`src/rtl/seg7_scan_driver.sv`:
```
// Multiplexed 7-segment scan driver: prescaled digit rotation, per-frame shadow snapshot, registered outputs.
// Optional leading-zero blanking is compiled in when SEG7_LZ_BLANK_EN is defined.
module seg7_scan_driver #(
    parameter int NUM_DIGITS  = 4,
    parameter int REFRESH_DIV = 1000
) (
    input  logic                    clk,
    input  logic                    rst,
    input  logic                    en,
    input  logic                    hex_mode,
    input  logic [4*NUM_DIGITS-1:0] value,
    input  logic [NUM_DIGITS-1:0]   dp_in,
    output logic [6:0]              seg,
    output logic                    dp,
    output logic [NUM_DIGITS-1:0]   an,
    output logic                    frame_done
);

    localparam int PRE_W = (REFRESH_DIV > 1) ? $clog2(REFRESH_DIV) : 1;
    localparam int IDX_W = (NUM_DIGITS > 1) ? $clog2(NUM_DIGITS) : 1;
    localparam logic [PRE_W-1:0] PRE_LAST = PRE_W'(REFRESH_DIV - 1);
    localparam logic [IDX_W-1:0] IDX_LAST = IDX_W'(NUM_DIGITS - 1);

    logic [PRE_W-1:0]        pre_cnt;
    logic [IDX_W-1:0]        dig_idx;
    logic [4*NUM_DIGITS-1:0] shadow_value;
    logic [NUM_DIGITS-1:0]   shadow_dp;

    logic                    tick;
    logic                    frame_wrap;
    logic [3:0]              cur_nib;
    logic                    cur_dp;
    logic [NUM_DIGITS-1:0]   an_next;
    logic [6:0]              seg_dec;
    logic [6:0]              seg_next;

    function automatic logic [6:0] decode(input logic [3:0] nib, input logic hex);
        logic [6:0] s;
        case (nib)
            4'h0: s = 7'h7E;
            4'h1: s = 7'h30;
            4'h2: s = 7'h6D;
            4'h3: s = 7'h79;
            4'h4: s = 7'h33;
            4'h5: s = 7'h5B;
            4'h6: s = 7'h5F;
            4'h7: s = 7'h70;
            4'h8: s = 7'h7F;
            4'h9: s = 7'h7B;
            4'hA: s = 7'h77;
            4'hB: s = 7'h1F;
            4'hC: s = 7'h4E;
            4'hD: s = 7'h3D;
            4'hE: s = 7'h4F;
            default: s = 7'h47;
        endcase
        // Decimal mode shows nothing for the letter codes.
        if (!hex && nib > 4'h9) begin
            s = 7'h00;
        end
        return s;
    endfunction

    assign tick       = (pre_cnt == PRE_LAST);
    assign frame_wrap = tick && (dig_idx == IDX_LAST);

    // Scan state: disabled display parks at digit 0 with a transparent shadow.
    always_ff @(posedge clk or posedge rst) begin
        if (rst) begin
            pre_cnt      <= '0;
            dig_idx      <= '0;
            shadow_value <= '0;
            shadow_dp    <= '0;
        end else if (!en) begin
            pre_cnt      <= '0;
            dig_idx      <= '0;
            shadow_value <= value;
            shadow_dp    <= dp_in;
        end else begin
            pre_cnt <= tick ? '0 : pre_cnt + 1'b1;
            if (tick) begin
                dig_idx <= frame_wrap ? '0 : dig_idx + 1'b1;
            end
            if (frame_wrap) begin
                shadow_value <= value;
                shadow_dp    <= dp_in;
            end
        end
    end

    always_comb begin
        cur_nib = '0;
        cur_dp  = 1'b0;
        an_next = '0;
        for (int k = 0; k < NUM_DIGITS; k++) begin
            if (dig_idx == IDX_W'(k)) begin
                cur_nib    = shadow_value[4*k +: 4];
                cur_dp     = shadow_dp[k];
                an_next[k] = 1'b1;
            end
        end
        seg_dec = decode(cur_nib, hex_mode);
    end

`ifdef SEG7_LZ_BLANK_EN
    logic lz_all_zero;
    logic lz_cur;

    // Walk from the most significant digit down; a digit is blankable while everything above and including it is zero.
    always_comb begin
        lz_all_zero = 1'b1;
        lz_cur      = 1'b0;
        for (int k = NUM_DIGITS - 1; k >= 0; k--) begin
            lz_all_zero = lz_all_zero && (shadow_value[4*k +: 4] == 4'h0);
            if (dig_idx == IDX_W'(k)) begin
                lz_cur = lz_all_zero && (k != 0);
            end
        end
        seg_next = lz_cur ? 7'h00 : seg_dec;
    end
`else
    assign seg_next = seg_dec;
`endif

    // Output stage lags dig_idx by one cycle.
    always_ff @(posedge clk or posedge rst) begin
        if (rst) begin
            seg        <= '0;
            dp         <= 1'b0;
            an         <= '0;
            frame_done <= 1'b0;
        end else if (!en) begin
            seg        <= '0;
            dp         <= 1'b0;
            an         <= '0;
            frame_done <= 1'b0;
        end else begin
            seg        <= seg_next;
            dp         <= cur_dp;
            an         <= an_next;
            frame_done <= frame_wrap;
        end
    end

endmodule

```
`config.mk`:
```
export PLATFORM = sky130hd
export DESIGN_NAME = seg7_scan_driver
export DESIGN_NICKNAME = d
export VERILOG_FILES = /design/src/rtl/seg7_scan_driver.sv
export SDC_FILE = /design/constraint.sdc
export NUM_CORES = 1
export LEC_CHECK = 0
export BUFFER_PORTS_ARGS = -buffer_cell sky130_fd_sc_hd__buf_4
export CAP_MARGIN = 10
export CORE_ASPECT_RATIO = 0.6
export CORE_MARGIN = 5
export CORE_UTILIZATION = 51
export CTS_BUF_LIST = sky130_fd_sc_hd__clkbuf_16
export DETAILED_ROUTE_END_ITERATION = 8
export PLACE_DENSITY = 0.76
export SETUP_SLACK_MARGIN = 0.15
export SKIP_LAST_GASP = 1
export SLEW_MARGIN = 20
export SYNTH_ARGS = -nofsm -noshare
export SYNTH_HDL_FRONTEND = slang
export SYNTH_SLANG_ARGS = --single-unit
```
`constraint.sdc`:
```
create_clock -name clk -period 2.15 [get_ports clk]
set_clock_uncertainty 0.1 [all_clocks]
set_input_delay 0.1075 -clock clk [delete_from_list [all_inputs] [get_ports clk]]
set_output_delay 0.1075 -clock clk [all_outputs]
set_load 0.03 [all_outputs]
```
==> summary.md, run 1 <==
| Metric | Value |
|---|---|
| Dpl ws | `-0.0873 ns` |
| Setup slack after layout | `-0.116 ns` |
| Worst-skew pair later-pin latency | `about 0.29 ns` |
| Clock period minus worst slack | `around 2.3 ns` |
| Share of the yosys chip area belonging to registers | `between 40% and 50%` |
| Worst hold path class | `in -> reg` |
| Leakage dissipation | `roughly 0.0016 uW` |
| Nets in the synthesized netlist | `~230` |
| Net switching share of the total power | `between 20% and 30%` |
| Worst Path Max Fanout | `7` |
| Port-buffer cells | `36` |
| Routed WL per cell | `approximately 18 um` |
| Final hold slack | `0.0828 ns` |
| Slew Limit Fails | `0` |
| DP Area | `around 0.0028 mm^2` |
| Portion of the clock cycle consumed by the worst path in the final layout | `105%` |
| Total die area | `between 0.006 and 0.007 mm^2` |
| Max VDD drop | `about 0.00048 V` |
| Post-detailed-route count of antenna-violating nets | `0` |
| Run status | `finished, violations left` |
| Fin nets | `324` |
| Failing checks | `setup timing` |
| Final routed DRC violation total | `0` |
| Cell with the most instances after synthesis | `sky130_fd_sc_hd__dfrtp_1` |
| Number of diodes | `0` |
| Commonest cells post-synth | `sky130_fd_sc_hd__dfrtp_1 (45), sky130_fd_sc_hd__mux2_4 (19), sky130_fd_sc_hd__nor2_1 (15)` |
| Synth unique cells | `between 40 and 50` |
| Async set or reset register ratio after synthesis | `100%` |
| CTS HTree Levels | `2` |
| Largest incremental delay on the critical path | `0.46 ns` |
| Internal Dissipation | `approximately 1600 uW` |
| Area share of the largest cell type after synthesis | `about 48%` |
| Dominant cell type by area after synthesis | `sky130_fd_sc_hd__dfrtp_1` |
| Largest cells by area after synthesis | `sky130_fd_sc_hd__dfrtp_1 (48%), sky130_fd_sc_hd__mux2_4 (12%), sky130_fd_sc_hd__ha_1 (5.8%), sky130_fd_sc_hd__nor2_1 (2.4%), sky130_fd_sc_hd__a311oi_4 (2.2%)` |
| Worst Tran Pin Value | `between 0.4 and 0.5 ns` |
| Inst Count DP | `just under 300` |
| Data required time at the worst endpoint | `roughly 2.2 ns` |
| Final estimated routing congestion in global placement | `0.846` |
| Unrepaired setup endpoints after global routing | `true` |
| Routed vias | `1,877` |
| Area of the core | `0.00452 mm^2` |
| Count of pins on the block boundary | `37` |
| Mean number of vias per cell | `around 5.3` |
| Launching element type of the critical path | `flip-flop` |
| Worst slew slack as a fraction of its limit | `around three quarters` |
| Number of design-rule violations left by the first detailed-router iteration | `200` |
| Share of post-route cells with drive strength above 1 | `approximately half` |
| Post-synthesis cell count | `around 190` |
| Synthesis Warnings | `0` |
| Clk sink count | `45` |
| Vias in the first global route | `between 1,500 and 2,000` |
| F_max | `about 0.44 GHz` |
| Clock tree from TritonCTS | `built` |
| #FFs+latches synth | `between 40 and 50` |
| Number of CTS-inserted buffers | `5` |
| Register share of total power | `43.3%` |
| Area taken by flip-flops and latches | `about 0.0011 mm^2` |
| Total standard cell area after synthesis | `0.00236 mm^2` |
| Initial Utilization | `between 50% and 60%` |
| Post-synth EDFFs | `0` |
| MaxCap Viol Count | `0` |
| Area occupied by multi-input gates | `roughly 0.0014 mm^2` |
| Pin count of the biggest net entering global routing | `40` |
| Final Hold Vio Count | `0` |
| Combinational share of power | `between 20% and 30%` |
| Placement row count | `19` |
| Fill cell instance count of the final layout | `250` |
| Leftover overflow at the end of global routing | `0` |
| Crit-path cells | `inv_2, ha_4, buf_4, nand2_2, a31oi_4, inv_2, ha_4, nor2_4, o211ai_2, nand2_4, buf_4, nor2_2` |
| Post-synthesis area per instance | `~12 um^2` |
| CP Data Arrival Time | `roughly 2.3 ns` |
| First-pass GRT wire length | `slightly below 10,000 um` |
| Clock-pin slew on the worst setup and hold paths | `0.06 ns` |
| Total routed wirelength | `6320 um` |
| Clock network fraction of total power | `approximately a third` |
| Number of endpoints failing setup at the final stage | `7` |
| Critical Path Sink Type | `flip-flop` |
| Chip width | `97.9 um` |
| Power per cell area | `about 620 mW/mm^2` |
| Power dissipated by switching net loads | `between 500 and 600 uW` |
| Most common flop cell mapped by yosys | `sky130_fd_sc_hd__dfrtp_1` |
| Clock root buffer master | `sky130_fd_sc_hd__clkbuf_16` |
| Area overhead of the layout relative to synthesis | `51.2%` |
| GRT Overall Usage | `between 20 and 25%` |
| Worst path slowest cell | `sky130_fd_sc_hd__dfrtp_2` |
| Antenna violations before repair | `0` |
| Fin area | `0.00357 mm^2` |
| Vertical die dimension | `between 60 and 70 um` |
| HPWL after DPL | `approximately 3700 um` |
| Buffer depth of the longest clock path | `2` |
| Final instance count without filler cells | `~350` |
| Setup CP Type | `reg -> reg` |
| Detailed-routing iteration count for the pre-antenna-repair pass | `4` |
area by class of cell:
class | instances | area share, %
multi-input combinational | 132 | 38.3
sequential | 45 | 31.6
timing repair buffer | 97 | 23.1
clock buffer | 5 | 3.50
tap | 63 | 2.21
inverter | 8 | 0.980
clock inverter | 3 | 0.315
state kept, by name, summed over array words and instances, names as in the netlist:
signal        flops
seg               7
dig_idx           2
shadow_value     16
frame_done        1
shadow_dp         4
dp                1
an                4
pre_cnt          10
cell usage in the layout, fill, tap and decap left out, types with 2 or more instances in the layout:
cell type / n
sky130_fd_sc_hd__a211oi_2: 2
sky130_fd_sc_hd__a21oi_1: 6
sky130_fd_sc_hd__a21oi_2: 2
sky130_fd_sc_hd__a311oi_2: 3
sky130_fd_sc_hd__a311oi_4: 2
sky130_fd_sc_hd__a31oi_4: 2
sky130_fd_sc_hd__and2_1: 8
sky130_fd_sc_hd__buf_12: 3
sky130_fd_sc_hd__buf_4: 71
sky130_fd_sc_hd__buf_6: 2
sky130_fd_sc_hd__clkbuf_16: 5
sky130_fd_sc_hd__dfrtp_1: 41
sky130_fd_sc_hd__dfrtp_2: 4
sky130_fd_sc_hd__dlygate4sd3_1: 21
sky130_fd_sc_hd__ha_1: 3
sky130_fd_sc_hd__ha_4: 7
sky130_fd_sc_hd__inv_1: 5
sky130_fd_sc_hd__inv_2: 3
sky130_fd_sc_hd__inv_4: 2
sky130_fd_sc_hd__mux2_2: 2
sky130_fd_sc_hd__mux2_4: 19
sky130_fd_sc_hd__nand2_1: 12
sky130_fd_sc_hd__nand2_2: 2
sky130_fd_sc_hd__nand2b_1: 4
sky130_fd_sc_hd__nand3_1: 3
sky130_fd_sc_hd__nand3b_1: 3
sky130_fd_sc_hd__nor2_1: 13
sky130_fd_sc_hd__nor2_4: 2
sky130_fd_sc_hd__nor2b_1: 3
sky130_fd_sc_hd__nor3_1: 2
sky130_fd_sc_hd__nor3b_2: 2
sky130_fd_sc_hd__o22ai_4: 2
sky130_fd_sc_hd__xnor2_1: 3
sky130_fd_sc_hd__xor2_1: 5
critical path, delay by kind of cell, from the launching register on:
| kind | cells | cell delay [ns] |
|---|---|---|
| buf+inv | 4 | 0.51 |
| flops | 1 | 0.46 |
| compound gates | 2 | 0.36 |
| fa+ha+maj | 2 | 0.37 |
| simple gates | 4 | 0.36 |
layer usage:
layer  wire length (um)  up-vias  part of all wire (%)  global-route usage [%]
met5                  0        -                     0                       0
met4                 85        0                   1.3                    6.56
met3                440        8                   7.0                    5.02
met2               2820       84                    45                    29.2
met1               2980      927                    47                    29.1
li1                   -      858                     -                       -
power by group through the flow:
stage | clock, uW | sequential (uW) | combinational (uW)
after global routing | 776 | 962 | 565
after detailed placement | 0 | 965 | 388
after global placement | 0 | 965 | 382
after CTS | 725 | 954 | 467
final | 725 | 957 | 527
after floorplan | 0 | 991 | 227
cells by family (layout without fill, tap and decap cells):
group           after synthesis  count (layout)  synth area share, %
mux                          22              22                 13.4
simple gates                 64              64                 16.1
compound gates               27              27                 9.68
buf+inv                      15             113                 4.34
xor+xnor                      8               8                 2.96
fa+ha+maj                    11              11                 5.82
flops                        45              45                 47.6
final timing paths:
check                           start               to  slack [ns]  cells after the start
min reg2reg                pre_cnt[0]       pre_cnt[0]        0.37                      1
max reg2reg                dig_idx[1]           seg[4]       -0.12                     12
min in group asynchronous         rst  shadow_value[9]        0.19                      3
max in group asynchronous         rst       dig_idx[1]        1.29                      4
max                        dig_idx[1]           seg[4]       -0.12                     12
min                                en       dig_idx[1]        0.08                      2
through the flow:
step	TNS [ns]	total power (uW)	utilization (%)
global route	-0.765	2300	79.1
floorplan	0	1220	-
detailed placement	-0.254	1350	63.0
finish	-0.341	2210	79.1
global placement	-0.0317	1350	63.0
CTS	0	2150	75.9
timing repair:
| action | CTS | global route |
|---|---|---|
| pin swaps | 16 | 5 |
| hold endpoints to repair | 65 | 0 |
| endpoints found under the setup margin | 18 | 18 |
| resized for setup | 30 | 5 |
| buffers inserted | 13 | 17 |
| hold buffers | 21 | 0 |
Note: power is estimated with default switching activity, not from simulation.
==> run 2: changes to the inputs <==
--- a/config.mk
+++ b/config.mk
@@ -7,12 +7,14 @@
 export LEC_CHECK = 0
 export BUFFER_PORTS_ARGS = -buffer_cell sky130_fd_sc_hd__buf_4
 export CAP_MARGIN = 10
+export CELL_PAD_IN_SITES_DETAIL_PLACEMENT = 2
+export CELL_PAD_IN_SITES_GLOBAL_PLACEMENT = 2
 export CORE_ASPECT_RATIO = 0.6
 export CORE_MARGIN = 5
-export CORE_UTILIZATION = 51
+export CORE_UTILIZATION = 34
 export CTS_BUF_LIST = sky130_fd_sc_hd__clkbuf_16
 export DETAILED_ROUTE_END_ITERATION = 8
-export PLACE_DENSITY = 0.76
+export PLACE_DENSITY_LB_ADDON = 0.1
 export SETUP_SLACK_MARGIN = 0.15
 export SKIP_LAST_GASP = 1
 export SLEW_MARGIN = 20
==> run 2 against run 1 <==
  * The flow still finishes with violations (setup timing)
  * Non-clock buffer count down 7
  * Utilization is 26 points lower
  * Count of clock-buffer cells in the layout unchanged
  * Critical endpoint is now seg[3]
  * Largest cell class unchanged
==> summary.md, run 2 (synthesis results as in run 1) <==
| Metric | Value |
|---|---|
| Routed vias | `approximately 1,800` |
| Post-route core utilization | `between 50% and 60%` |
| Reg2Reg Launch Point | `dig_idx[0]` |
| Routed WL per cell | `around 21 um` |
| Hold endpoint | `dig_idx[1]` |
| Total routed wirelength | `a little under 8000 um` |
| Biggest register | `shadow_value` |
| Worst slew slack as a fraction of its limit | `73.3%` |
| Unrepaired setup endpoints after global routing | `true` |
| Most common cell after layout, fill and taps aside | `sky130_fd_sc_hd__buf_4` |
| Port-buffer cells | `36` |
| Vias in the first global route | `roughly 2,100` |
| Most frequent cells in the layout | `sky130_fd_sc_hd__buf_4 (64), sky130_fd_sc_hd__dfrtp_1 (43), sky130_fd_sc_hd__dlygate4sd3_1 (21)` |
| Worst-skew pair later-pin latency | `around 0.28 ns` |
| Mean number of vias per cell | `approximately 5` |
| Worst Tran Pin Value | `roughly 0.40 ns` |
| Pin count of the biggest net entering global routing | `25` |
| Leftover overflow at the end of global routing | `0` |
| MaxCap Viol Count | `0` |
| Placement row count | `23` |
| Fin area | `about 0.0035 mm^2` |
| Portion of the clock cycle consumed by the worst path in the final layout | `109%` |
| Number of CTS-inserted buffers | `5` |
| Fin nets | `~320` |
| Post-detailed-route count of antenna-violating nets | `0` |
| Worst Path Max Fanout | `6` |
| Area of the core | `roughly 0.0067 mm^2` |
| Number of cells on the worst hold path | `2` |
| DP Area | `slightly below 0.003 mm^2` |
| Vertical die dimension | `between 70 and 80 um` |
| Total die area | `just under 0.009 mm^2` |
| CP Data Arrival Time | `2.41 ns` |
| Clock root buffer master | `sky130_fd_sc_hd__clkbuf_16` |
| Clk sink count | `45` |
| Worst hold path class | `in -> reg` |
| Final routed DRC violation total | `0` |
| Setup CP Type | `reg -> reg` |
| Clock-pin slew on the worst setup and hold paths | `approximately 0.06 ns` |
| Reg-to-Reg End | `seg[3]` |
| Clock tree from TritonCTS | `built` |
| Depth of the worst register-to-register path | `10` |
| Count of pins on the block boundary | `37` |
| Chip width | `118 um` |
| Area overhead of the layout relative to synthesis | `49.5%` |
| Launching element type of the critical path | `flip-flop` |
| CTS HTree Levels | `2` |
| Number of flip-flops under the largest register name | `16` |
| HPWL after DPL | `around 5200 um` |
| First-pass GRT wire length | `~12,000 um` |
| Run status | `finished, violations left` |
| Number of diodes | `0` |
| F_max | `about 0.43 GHz` |
| Data required time at the worst endpoint | `2.21 ns` |
| Crit path launch | `dig_idx[0]` |
| Max VDD drop | `around 0.00028 V` |
| Initial Utilization | `approximately a third` |
| Hold Path Origin | `en` |
| Final Hold Vio Count | `0` |
| Final estimated routing congestion in global placement | `between 0.7 and 0.8` |
| Slew Limit Fails | `0` |
| Worst R2R Setup Slack | `-0.19 ns` |
| Buffer depth of the longest clock path | `2` |
| Leakage dissipation | `about 0.0016 uW` |
| Clock period minus worst slack | `approximately 2.3 ns` |
| Detailed-routing iteration count for the pre-antenna-repair pass | `4` |
| Failing checks | `setup timing` |
| Total negative slack for setup checks | `-1.14 ns` |
| Number of design-rule violations left by the first detailed-router iteration | `69` |
| Critical Path Sink Type | `flip-flop` |
| Power per cell area | `between 600 and 700 mW/mm^2` |
| Registers with the most flip-flops | `shadow_value: 16 flops, pre_cnt: 10 flops, seg: 7 flops` |
| GRT Overall Usage | `18.3%` |
| Antenna violations before repair | `0` |
| Share of post-route cells with drive strength above 1 | `a little under half` |
| Number of endpoints failing setup at the final stage | `7` |
| Setup slack after layout | `-0.195 ns` |
[run 2: changes by cell type in the layout (fill, tap and decap cells not counted), sizes merged]
cell / delta
buf: -7
[run 2: worst max path at each step]
stage,endpoint,cells after the start
6_report,seg[3],10
5_1_grt,seg[3],10
4_1_cts,seg[2],10
3_5_place_dp,seg[2],8
3_3_place_gp,seg[2],7
2_1_floorplan,seg[0],11
[run 2: repair_timing]
action	in CTS	in global routing
setup buffers	11	4
endpoints found under the setup margin	27	32
cloned	0	0
hold buffers	21	0
pin swaps	8	11
gates resized for setup	16	13
endpoints found under the hold margin	65	0
[run 2: metal layers]
layer  vias up  track usage (%)  share of wire (%)
li1        846                -                  -
met1       918             25.2                 49
met2        43             30.2                 46
met3         9             4.10                3.5
met4         0             3.44                1.3
met5         -                0                  0
[run 2: final cells by class]
class                      instances  area, um^2
clock buffer                       5         125
clock inverter                     3        11.3
fill                             635        3170
inverter                           8        35.0
multi-input combinational        132        1360
sequential                        45        1130
tap                               87         109
timing repair buffer              90         764
[run 2: power by group]
group	internal, uW	leakage (uW)	switching (uW)
clock	418	0.0000776	303
combinational	264	0.000955	244
sequential	909	0.000565	48.5
total	1590	0.00160	596
[run 2: per-stage QoR]
step                hold WS, ns  total power [uW]  std cells  setup slack (ns)
floorplan                 0.156              1220        192            0.0768
global placement         0.0664              1340        326            -0.203
detailed placement       0.0802              1360        326            -0.249
CTS                      0.0743              2180        366            -0.104
global route             0.0768              2290        370            -0.312
finish                   0.0790              2190        370            -0.195
[run 2: critical path, stage by stage (launching register included)]
cell and delay, ns:
sky130_fd_sc_hd__dfrtp_2 0.48, sky130_fd_sc_hd__inv_4 0.12, sky130_fd_sc_hd__ha_4 0.20, sky130_fd_sc_hd__nor2_4 0.08, sky130_fd_sc_hd__buf_4 0.13, sky130_fd_sc_hd__buf_4 0.14
sky130_fd_sc_hd__a311oi_4 0.36, sky130_fd_sc_hd__buf_12 0.16, sky130_fd_sc_hd__nand2_1 0.11, sky130_fd_sc_hd__a32oi_1 0.27, sky130_fd_sc_hd__nor2_1 0.07
